`src/rtl/controlador_jogo_if.sv`:
```
// Lookup and attack-matrix write bus between the game sequencer and the map/matrix storage.
// The master side (sequencer) issues the lookup and the write strobe; the slave answers.
interface controlador_jogo_if;
   logic       consulta_req;
   logic [2:0] consulta_col;
   logic [2:0] consulta_lin;
   logic       consulta_ack;
   logic       consulta_acerto;
   logic       tiro_we;
   logic       tiro_acerto;

   modport master (
      output consulta_req, consulta_col, consulta_lin, tiro_we, tiro_acerto,
      input  consulta_ack, consulta_acerto
   );

   modport slave (
      input  consulta_req, consulta_col, consulta_lin, tiro_we, tiro_acerto,
      output consulta_ack, consulta_acerto
   );
endinterface

```
`src/rtl/controlador_jogo.sv`:
```
// Battleship game sequencer: mode decode, shot gating, map lookup handshake, lives/hits.
// Define HIST_TIROS_EN to keep a 35-cell shot history that rejects repeated shots.
module controlador_jogo #(
   parameter int VIDAS_INI = 3,
   parameter int ALVOS     = 6
) (
   input  logic                   clock_in,
   input  logic                   reset_n,
   input  logic [1:0]             modo,
   input  logic                   confirmar,
   input  logic [2:0]             coord_coluna,
   input  logic [2:0]             coord_linha,
   input  logic                   mapa_ok,
   controlador_jogo_if.master     bus,
   output logic [1:0]             vida,
   output logic [3:0]             acertos,
   output logic [2:0]             estado,
   output logic                   LED_R,
   output logic                   LED_G,
   output logic                   LED_B
);

   localparam logic [2:0] DESLIGADO  = 3'd0;
   localparam logic [2:0] PREPARACAO = 3'd1;
   localparam logic [2:0] ESPERA     = 3'd2;
   localparam logic [2:0] CONSULTA   = 3'd3;
   localparam logic [2:0] ATUALIZA   = 3'd4;
   localparam logic [2:0] VITORIA    = 3'd5;
   localparam logic [2:0] DERROTA    = 3'd6;

   logic       acerto_r;
   logic [2:0] col_r;
   logic [2:0] lin_r;
   logic       coord_ok;
   logic       repetido;
   logic       entra_prep;
   logic       grava;
   logic [3:0] acertos_inc;
   logic [1:0] vida_dec;

   // A lookup in flight always completes before preparation can restart the game.
   assign entra_prep  = (modo == 2'b01) && (estado != CONSULTA) && (estado != ATUALIZA);
   assign grava       = (estado == ATUALIZA) && (modo != 2'b00);
   assign coord_ok    = (coord_coluna <= 3'd4) && (coord_linha <= 3'd6);
   assign acertos_inc = (acertos == 4'hF) ? acertos : acertos + 4'd1;
   assign vida_dec    = (vida == 2'd0) ? 2'd0 : vida - 2'd1;

   assign bus.consulta_req = (estado == CONSULTA);
   assign bus.consulta_col = col_r;
   assign bus.consulta_lin = lin_r;
   assign bus.tiro_we      = grava;
   assign bus.tiro_acerto  = acerto_r;

`ifdef HIST_TIROS_EN
   logic [34:0] hist;
   logic [5:0]  idx_in;
   logic [5:0]  idx_r;

   assign idx_in   = {3'b000, coord_linha} * 6'd5 + {3'b000, coord_coluna};
   assign idx_r    = {3'b000, lin_r} * 6'd5 + {3'b000, col_r};
   assign repetido = coord_ok && hist[idx_in];

   // Cells are marked only once the write actually happens.
   always_ff @(posedge clock_in or negedge reset_n) begin
      if (!reset_n) begin
         hist <= '0;
      end else if (entra_prep) begin
         hist <= '0;
      end else if (grava) begin
         hist[idx_r] <= 1'b1;
      end
   end
`else
   assign repetido = 1'b0;
`endif

   always_ff @(posedge clock_in or negedge reset_n) begin
      if (!reset_n) begin
         estado   <= DESLIGADO;
         vida     <= 2'd0;
         acertos  <= 4'd0;
         LED_R    <= 1'b0;
         LED_G    <= 1'b0;
         LED_B    <= 1'b0;
         col_r    <= 3'd0;
         lin_r    <= 3'd0;
         acerto_r <= 1'b0;
      end else if (modo == 2'b00) begin
         estado <= DESLIGADO;
      end else if (entra_prep) begin
         estado  <= PREPARACAO;
         vida    <= VIDAS_INI[1:0];
         acertos <= 4'd0;
         {LED_R, LED_G, LED_B} <= 3'b000;
      end else begin
         case (estado)
            PREPARACAO: begin
               if (modo[1]) begin
                  if (mapa_ok) estado <= ESPERA;
                  else         {LED_R, LED_G, LED_B} <= 3'b001;
               end
            end
            ESPERA: begin
               if (confirmar) begin
                  if (coord_ok && !repetido) begin
                     col_r  <= coord_coluna;
                     lin_r  <= coord_linha;
                     estado <= CONSULTA;
                  end else begin
                     {LED_R, LED_G, LED_B} <= 3'b001;
                  end
               end
            end
            CONSULTA: begin
               if (bus.consulta_ack) begin
                  acerto_r <= bus.consulta_acerto;
                  estado   <= ATUALIZA;
               end
            end
            ATUALIZA: begin
               if (acerto_r) begin
                  acertos <= acertos_inc;
                  {LED_R, LED_G, LED_B} <= 3'b010;
                  estado <= (acertos_inc == ALVOS[3:0]) ? VITORIA : ESPERA;
               end else begin
                  vida <= vida_dec;
                  {LED_R, LED_G, LED_B} <= 3'b100;
                  estado <= (vida_dec == 2'd0) ? DERROTA : ESPERA;
               end
            end
            default: ;
         endcase
      end
   end

endmodule

```
`src/flat_wrapper.sv`:
```
// flat-port wrapper written by rule: the top's interface ports become plain ports
module controlador_jogo_flat 
#(
   parameter int VIDAS_INI = 3,
   parameter int ALVOS     = 6
)
  (clock_in, reset_n, modo, confirmar, coord_coluna, coord_linha, mapa_ok, vida, acertos, estado, LED_R, LED_G, LED_B, bus_consulta_req, bus_consulta_col, bus_consulta_lin, bus_tiro_we, bus_tiro_acerto, bus_consulta_ack, bus_consulta_acerto);
  controlador_jogo_if bus_i ();
  input  logic clock_in;
  input  logic reset_n;
  input  logic [1:0] modo;
  input  logic confirmar;
  input  logic [2:0] coord_coluna;
  input  logic [2:0] coord_linha;
  input  logic mapa_ok;
  output logic [1:0] vida;
  output logic [3:0] acertos;
  output logic [2:0] estado;
  output logic LED_R;
  output logic LED_G;
  output logic LED_B;
  output wire logic [$bits(bus_i.consulta_req)-1:0] bus_consulta_req;
  output wire logic [$bits(bus_i.consulta_col)-1:0] bus_consulta_col;
  output wire logic [$bits(bus_i.consulta_lin)-1:0] bus_consulta_lin;
  output wire logic [$bits(bus_i.tiro_we)-1:0] bus_tiro_we;
  output wire logic [$bits(bus_i.tiro_acerto)-1:0] bus_tiro_acerto;
  input wire logic [$bits(bus_i.consulta_ack)-1:0] bus_consulta_ack;
  input wire logic [$bits(bus_i.consulta_acerto)-1:0] bus_consulta_acerto;
  assign bus_consulta_req = bus_i.consulta_req;
  assign bus_consulta_col = bus_i.consulta_col;
  assign bus_consulta_lin = bus_i.consulta_lin;
  assign bus_tiro_we = bus_i.tiro_we;
  assign bus_tiro_acerto = bus_i.tiro_acerto;
  assign bus_i.consulta_ack = bus_consulta_ack;
  assign bus_i.consulta_acerto = bus_consulta_acerto;
  controlador_jogo #(.VIDAS_INI(VIDAS_INI), .ALVOS(ALVOS)) u_core (.clock_in(clock_in), .reset_n(reset_n), .modo(modo), .confirmar(confirmar), .coord_coluna(coord_coluna), .coord_linha(coord_linha), .mapa_ok(mapa_ok), .bus(bus_i), .vida(vida), .acertos(acertos), .estado(estado), .LED_R(LED_R), .LED_G(LED_G), .LED_B(LED_B));
endmodule
```
`config.mk`:
```
export PLATFORM = sky130hd
export DESIGN_NAME = controlador_jogo_flat
export DESIGN_NICKNAME = d
export VERILOG_FILES = /design/src/rtl/controlador_jogo_if.sv /design/src/rtl/controlador_jogo.sv /design/src/flat_wrapper.sv
export SDC_FILE = /design/constraint.sdc
export NUM_CORES = 1
export LEC_CHECK = 0
export CORE_ASPECT_RATIO = 0.5
export CORE_MARGIN = 3
export CORE_UTILIZATION = 42
export CTS_BUF_LIST = sky130_fd_sc_hd__clkbuf_2
export DETAILED_ROUTE_END_ITERATION = 6
export HOLD_SLACK_MARGIN = 0.12
export PLACE_DENSITY = 0.8
export RECOVER_POWER = 100
export SLEW_MARGIN = 20
export SYNTH_ARGS = -nofsm -noshare
export SYNTH_HDL_FRONTEND = slang
export SYNTH_SLANG_ARGS = --single-unit
```
`constraint.sdc`:
```
create_clock -name clock_in -period 6.3 [get_ports clock_in]
set_clock_uncertainty 0.1 [all_clocks]
set_input_delay 1.26 -clock clock_in [delete_from_list [all_inputs] [get_ports clock_in]]
set_output_delay 1.26 -clock clock_in [all_outputs]
set_load 0.05 [all_outputs]
```
==> metrics <==
outcome=finished, final reports clean; slew margin rel.=44.52%; die footprint=0.003319 mm²; Routed wire per std cell=13.91 µm; Post-Syn Area=0.001105 mm²; switch share=51.49%; CTS Buf Count=3; cell row count=12; most numerous cell in the Yosys netlist=dfrtp_1; Bufs and invs on worst path=2; max frequency=0.2264 GHz; clock power share=8.6%; final hold violations=0; Mean Syn Cell Area=9.953 µm²; routed wl met3=140 µm; setup TNS=0 ps; cell taking the most area after synthesis=dfrtp_1; uppermost layer routed=met4; DRT Pass-1 Iters=4; Critical Path RT=4940 ps; top cell type's share of synthesized area=43.04%; postcts setup bufs=0; worst reg2reg path depth=4; hold-critical path depth=1; crit path setup slack, layout=1883 ps; Internal=0.3276 mW; Nets=161; Worst-Skew Late Latency=340 ps; Fin Hold WS=429.1 ps; global-route wire length before repair=4291 µm; leakage=0.6426 nW; Fill cells=195; fin. max-slew vios=0; Routed Antenna Nets=0; Area growth syn-to-layout=34.09%; RD Place Congestion=0.8316; GRT Util Overall=16.66%; metal2 WL=1141 µm; Max Fanout on Critical Path=7; Num Clock Sinks=19; minimum clock period=4417 ps; Critical Path Max Stage Delay=880 ps; HP Start=u_core.bus.consulta_lin[1]; RSZ-0062 raised after global routing=false; top post-synthesis cells by area=dfrtp_1, mux2_2, a21oi_1; Synth warnings=0; largest net degree at the start of global routing=20; Post-Syn Nets=126; worst setup path startpoint=modo[1]; Gate power share=60.2%; Starting Density=46.87%; Core ar.=0.002357 mm²; DR vias=957; DRC=0; total gr overflow=0; pre-CTS WS=2013 ps; Synth cell types=34; CTS H-Tree Depth=1; # Max-Cap Violations=0; arrival time at the worst endpoint=3060 ps; Synth Register Bits=19; n_diodes=0; initial antenna violation count=0; Startpoint Class=input port; # resized after CTS=0; clock-pin slew on the worst setup and hold paths=190 ps; VDD IR-drop max=0.2385 mV; Worst R2R Start=u_core.estado[1]; hold crit path type=reg -> reg; hpwl dp=1931 µm; M1 WL=1188 µm; total power=0.6752 mW; port buffer count=34; Post-Route WL=2504 µm; critical path depth=4; hold buffer count at cts=0; Commonest cells post-synth=dfrtp_1, mux2_2, a21oi_1; Slew @ Worst Pin=829.4 ps; Die Wd=78.53 µm; I/O pins=35; Seq pwr share=31.2%; final setup fails=0; Root Buffer=clkbuf_2; Crit path max-delay family=buffers and inverters; Vias/cell=5.317; CTS tree=yes; period utilisation layout=70.11%; Initial DRC Count=84; sequential-to-total area share from yosys stat=43.04%; share of cells above drive strength 1=12.41%; Worst setup EP type=primary output; Die H=42.27 µm; P_sw=0.3476 mW; Most used DFF post-synth=dfrtp_1; WS Path Type=in -> out; deepest clock path buffer count=2; vias in the first global route=886; slowest CP cell=dlygate4sd3_1; ys async rst share=100.0%; Post-Synthesis Cells=111; CP cell instances=dlygate4sd3_1, nor2_1, nor2_1, dlygate4sd3_1; pwr/cell area=455.8 mW/mm²; Post-synth EDFFs=0
[worst register-to-register path, delay by kind of cell (launching register included)]
| kind | cells | cell delay (ps) |
|---|---|---|
| flip-flops | 1 | 610 |
| multiplexers | 1 | 410 |
| AO/OA/AOI/OAI | 1 | 360 |
| AND/OR/NAND/NOR | 2 | 1130 |
[logic make-up after synthesis]
logic type | after synthesis | share of synthesized area [%]
AOI/OAI and AO/OA | 28 | 15.63
buffers and inverters | 10 | 3.736
and+or+nand+nor | 37 | 20.73
adders and majority gates | 1 | 1.132
muxes | 14 | 14.16
DFF | 19 | 43.04
xor gates and xnor gates | 2 | 1.586
[placed cells by master, fill, tap and decap left out]
cell type and count:
or3_1 1, xnor2_1 1, dfrtp_1 19, xor2_1 1, clkbuf_2 3, nand3b_2 1
o21a_1 1, ha_1 1, a21oi_1 8, nor4b_1 1, o22ai_1 1, a31o_2 1
clkdlybuf4s50_1 10, a311o_1 1, nand4_1 1, nand3_1 4, a211oi_1 2, clkinvlp_4 1
nor3_1 3, and3_1 1, nand2b_1 2, nor2b_1 2, nand3b_1 2, a21o_1 1
mux2i_1 1, mux2_1 1, o211a_1 1, nor2_1 7, o21ai_0 6, dlygate4sd3_1 24
inv_1 6, nand2_1 4, mux2_2 12, a31oi_1 6, nor3b_1 6, or3b_1 2
[per-layer routing]
layer / up-vias / track usage (%)
met4: 0 / 5.226
met2: 26 / 24.62
met5: - / 0
li1: 478 / -
met3: 5 / 4.721
met1: 448 / 23.44
[final timing paths]
path                                              end  slack [ps]
hold / removal             u_core.bus.consulta_lin[1]         430
max in group asynchronous           u_core.acertos[1]        4260
setup reg to reg           u_core.bus.consulta_col[2]        3590
hold reg to reg            u_core.bus.consulta_lin[1]         430
min in group asynchronous            u_core.estado[0]        1320
setup / recovery                          bus_tiro_we        1880
[flip-flops by register name (all words and copies together), names as in the netlist]
signal                   cells
u_core.vida                  2
u_core.estado                3
u_core.bus.consulta_col      3
u_core.LED_B                 1
u_core.bus.consulta_lin      3
u_core.bus.tiro_acerto       1
u_core.LED_G                 1
u_core.acertos               4
u_core.LED_R                 1
[cell type report]
type	count	area, µm²	area share (%)
Clock inverter	1	7.507	0.5068
Tap cell	35	43.79	2.956
Timing Repair Buffer	34	340.3	22.97
Sequential cell	19	475.5	32.09
Clock buffer	3	15.01	1.014
Inverter	6	22.52	1.520
Multi-Input combinational cell	82	576.8	38.94
[metrics by stage]
stage	util [%]	instance area, µm²	cells
3_3_place_gp	62.37	1470	176
5_1_grt	62.85	1481	180
2_1_floorplan	-	1105	111
3_5_place_dp	62.37	1470	176
4_1_cts	63.32	1493	180
6_report	62.85	1481	180
[power groups by stage]
stage	registers (mW)	logic, mW	clock network [mW]
finish	0.211	0.407	0.0579
detailed placement	0.215	0.428	0
global placement	0.213	0.425	0
CTS	0.213	0.430	0.0598
floorplan	0.342	0.170	0
global route	0.220	0.430	0.0659
Power figures use the tool's default switching activity.
==> variant (same settings) <==
The option `HIST_TIROS_EN` is turned on by a define.
--- a/src/rtl/controlador_jogo.sv
+++ b/src/rtl/controlador_jogo.sv
@@ -1,5 +1,7 @@
 // Battleship game sequencer: mode decode, shot gating, map lookup handshake, lives/hits.
 // Define HIST_TIROS_EN to keep a 35-cell shot history that rejects repeated shots.
+`define HIST_TIROS_EN
+
 module controlador_jogo #(
    parameter int VIDAS_INI = 3,
    parameter int ALVOS     = 6
Function: changed (a bounded check fails within 10 cycles, from zero or initial values and one cycle with reset_n low).
==> variant against the original RTL <==
  * The run now ends with capacitance limit, slew limit left
  * Sequential cell count up 35
  * Area after synthesis rose to 2.9 times the old value
  * Wire length grew to 3.2 times the old value
  * Power grew to 2.5 times the old value
  * Register-to-register slack got worse by 0.72 ns
  * Design area increased by 140%
  * Worst setup slack worse by 0.43 ns
  * Combinational power rose to 2.5 times the old value
  * Critical endpoint is now u_core.bus.consulta_col[1]
  * Largest cell class unchanged
==> variant: results (changes against the original RTL) <==
[run_status]
status=finished with violations  ; was finished, final reports clean
violations=capacitance limit, slew limit

[detailed_routing]
dr.pass1.iters=6  ; was 4
num_vias=2606  ; was 957
drt-wirelength-per-cell_um=18.69  ; was 13.91 um

[pwr]
leakagePower_nw=1.699  ; was 0.6426 nW
ir_worst_vdd_uv=244.7  ; was 238.5 uV

[synth]
yosys-top-cells-count=dfrtp_1, nor2_1, a22o_1, a21oi_1  ; was dfrtp_1, mux2_2, a21oi_1, nor2_1
synthXorXnorAreaFrac_pct=1.092  ; was 1.586%
ys_seq_area_share_pct=42.14  ; was 43.04%
synth_mux_area_share_pct=9.481  ; was 14.16%
synth_cell_types=54  ; was 34

[setup_path]
worstPathMaxFanout=6  ; was 7
reg2reg_from=u_core.bus.consulta_lin[0]  ; was u_core.estado[1]
cp.arrival_ns=5.16  ; was 3.06 ns
startpoint=coord_linha[0]  ; was modo[1]

[global_route]
grt_pass1_vias=2689  ; was 886

[clocking]
insertion_delay_ns=0.49  ; was 0.34 ns
cts_buffers=5  ; was 3
cts.htree.levels=2  ; was 1
clk_pin_slew_ns=0.27  ; was 0.19 ns

[job]
max-cap-violations=1  ; was 0

[placed_design]
gp_congestion=1.038  ; was 0.8316

[worst_hold_path]
min_from=u_core.hist[14]  ; was u_core.bus.consulta_lin[1]

[cells_and_area]
fillCellCount=628  ; was 195
nNetsFinal=376  ; was 161
drive_above_1_share_pct=6.158  ; was 12.41%

[timing]
final-max-slew-violation-count=55  ; was 0

variant: area by class of cell:
type                       instances  area [um2]  share of cell area (%)
multi-input combinational        232        1702                   47.30
sequential                        54        1351                   37.57
timing repair buffer              36       346.6                   9.635
tap                               92       115.1                   3.200
inverter                          12       45.04                   1.252
clock buffer                       6       30.03                  0.8348
clock inverter                     1       7.507                  0.2087
variant: metal layers:
layer | part of all wire, % | global-route usage, % | vias up | wire, um
met5 | 0 | 0 | - | 0
met4 | 1.7 | 6.736 | 0 | 139
met3 | 6.7 | 4.739 | 13 | 546
met2 | 45 | 32.12 | 97 | 3614
met1 | 47 | 27.28 | 1294 | 3791
li1 | - | - | 1202 | -
variant: worst max-delay path, stage by stage:
cell,delay [ns]
dlygate4sd3_1,0.60
ha_1,0.32
ha_1,0.33
fa_1,0.73
nand2_1,0.13
a2bb2oi_1,0.17
and4b_1,0.22
a221o_1,0.27
o21ai_0,0.21
nand4b_1,0.45
mux2_1,0.46
variant: stage by stage:
stage	hold WS [ns]	util, %	std cells	setup slack [ns]	total power, W
floorplan	0.3549	-	310	2.237	0.001282
global placement	0.3767	51.14	426	1.596	0.001552
detailed placement	0.3909	51.14	426	1.425	0.001602
CTS	0.4434	51.67	433	1.781	0.001743
global route	0.4516	51.08	433	1.288	0.001833
finish	0.4365	51.08	433	1.451	0.001713
variant: power groups by stage:
| stage | registers (W) | clock network [W] | logic, W |
|---|---|---|---|
| floorplan | 0.000706 | 0 | 0.000576 |
| global placement | 0.000540 | 0 | 0.00101 |
| detailed placement | 0.000547 | 0 | 0.00106 |
| CTS | 0.000541 | 0.000141 | 0.00106 |
| global route | 0.000557 | 0.000155 | 0.00112 |
| finish | 0.000540 | 0.000139 | 0.00103 |
variant: final timing paths:
check                                        endpoint  slack [ns]  cells after the start
min in group asynchronous              u_core.vida[0]        1.67                      2
min reg2reg                           u_core.hist[14]        0.44                      2
max                        u_core.bus.consulta_col[1]        1.45                     11
max reg2reg                           u_core.hist[18]        2.87                      9
max in group asynchronous              u_core.hist[7]        2.83                      2
min                                   u_core.hist[14]        0.44                      2
variant: cells by family (layout without fill, tap and decap cells):
| logic type | Yosys count | in the layout |
|---|---|---|
| simple gates | 94 | 94 |
| compound gates | 92 | 92 |
| flops | 54 | 54 |
| buf+inv | 24 | 55 |
| fa+ha+maj | 21 | 21 |
| mux | 21 | 21 |
| xor+xnor | 4 | 4 |
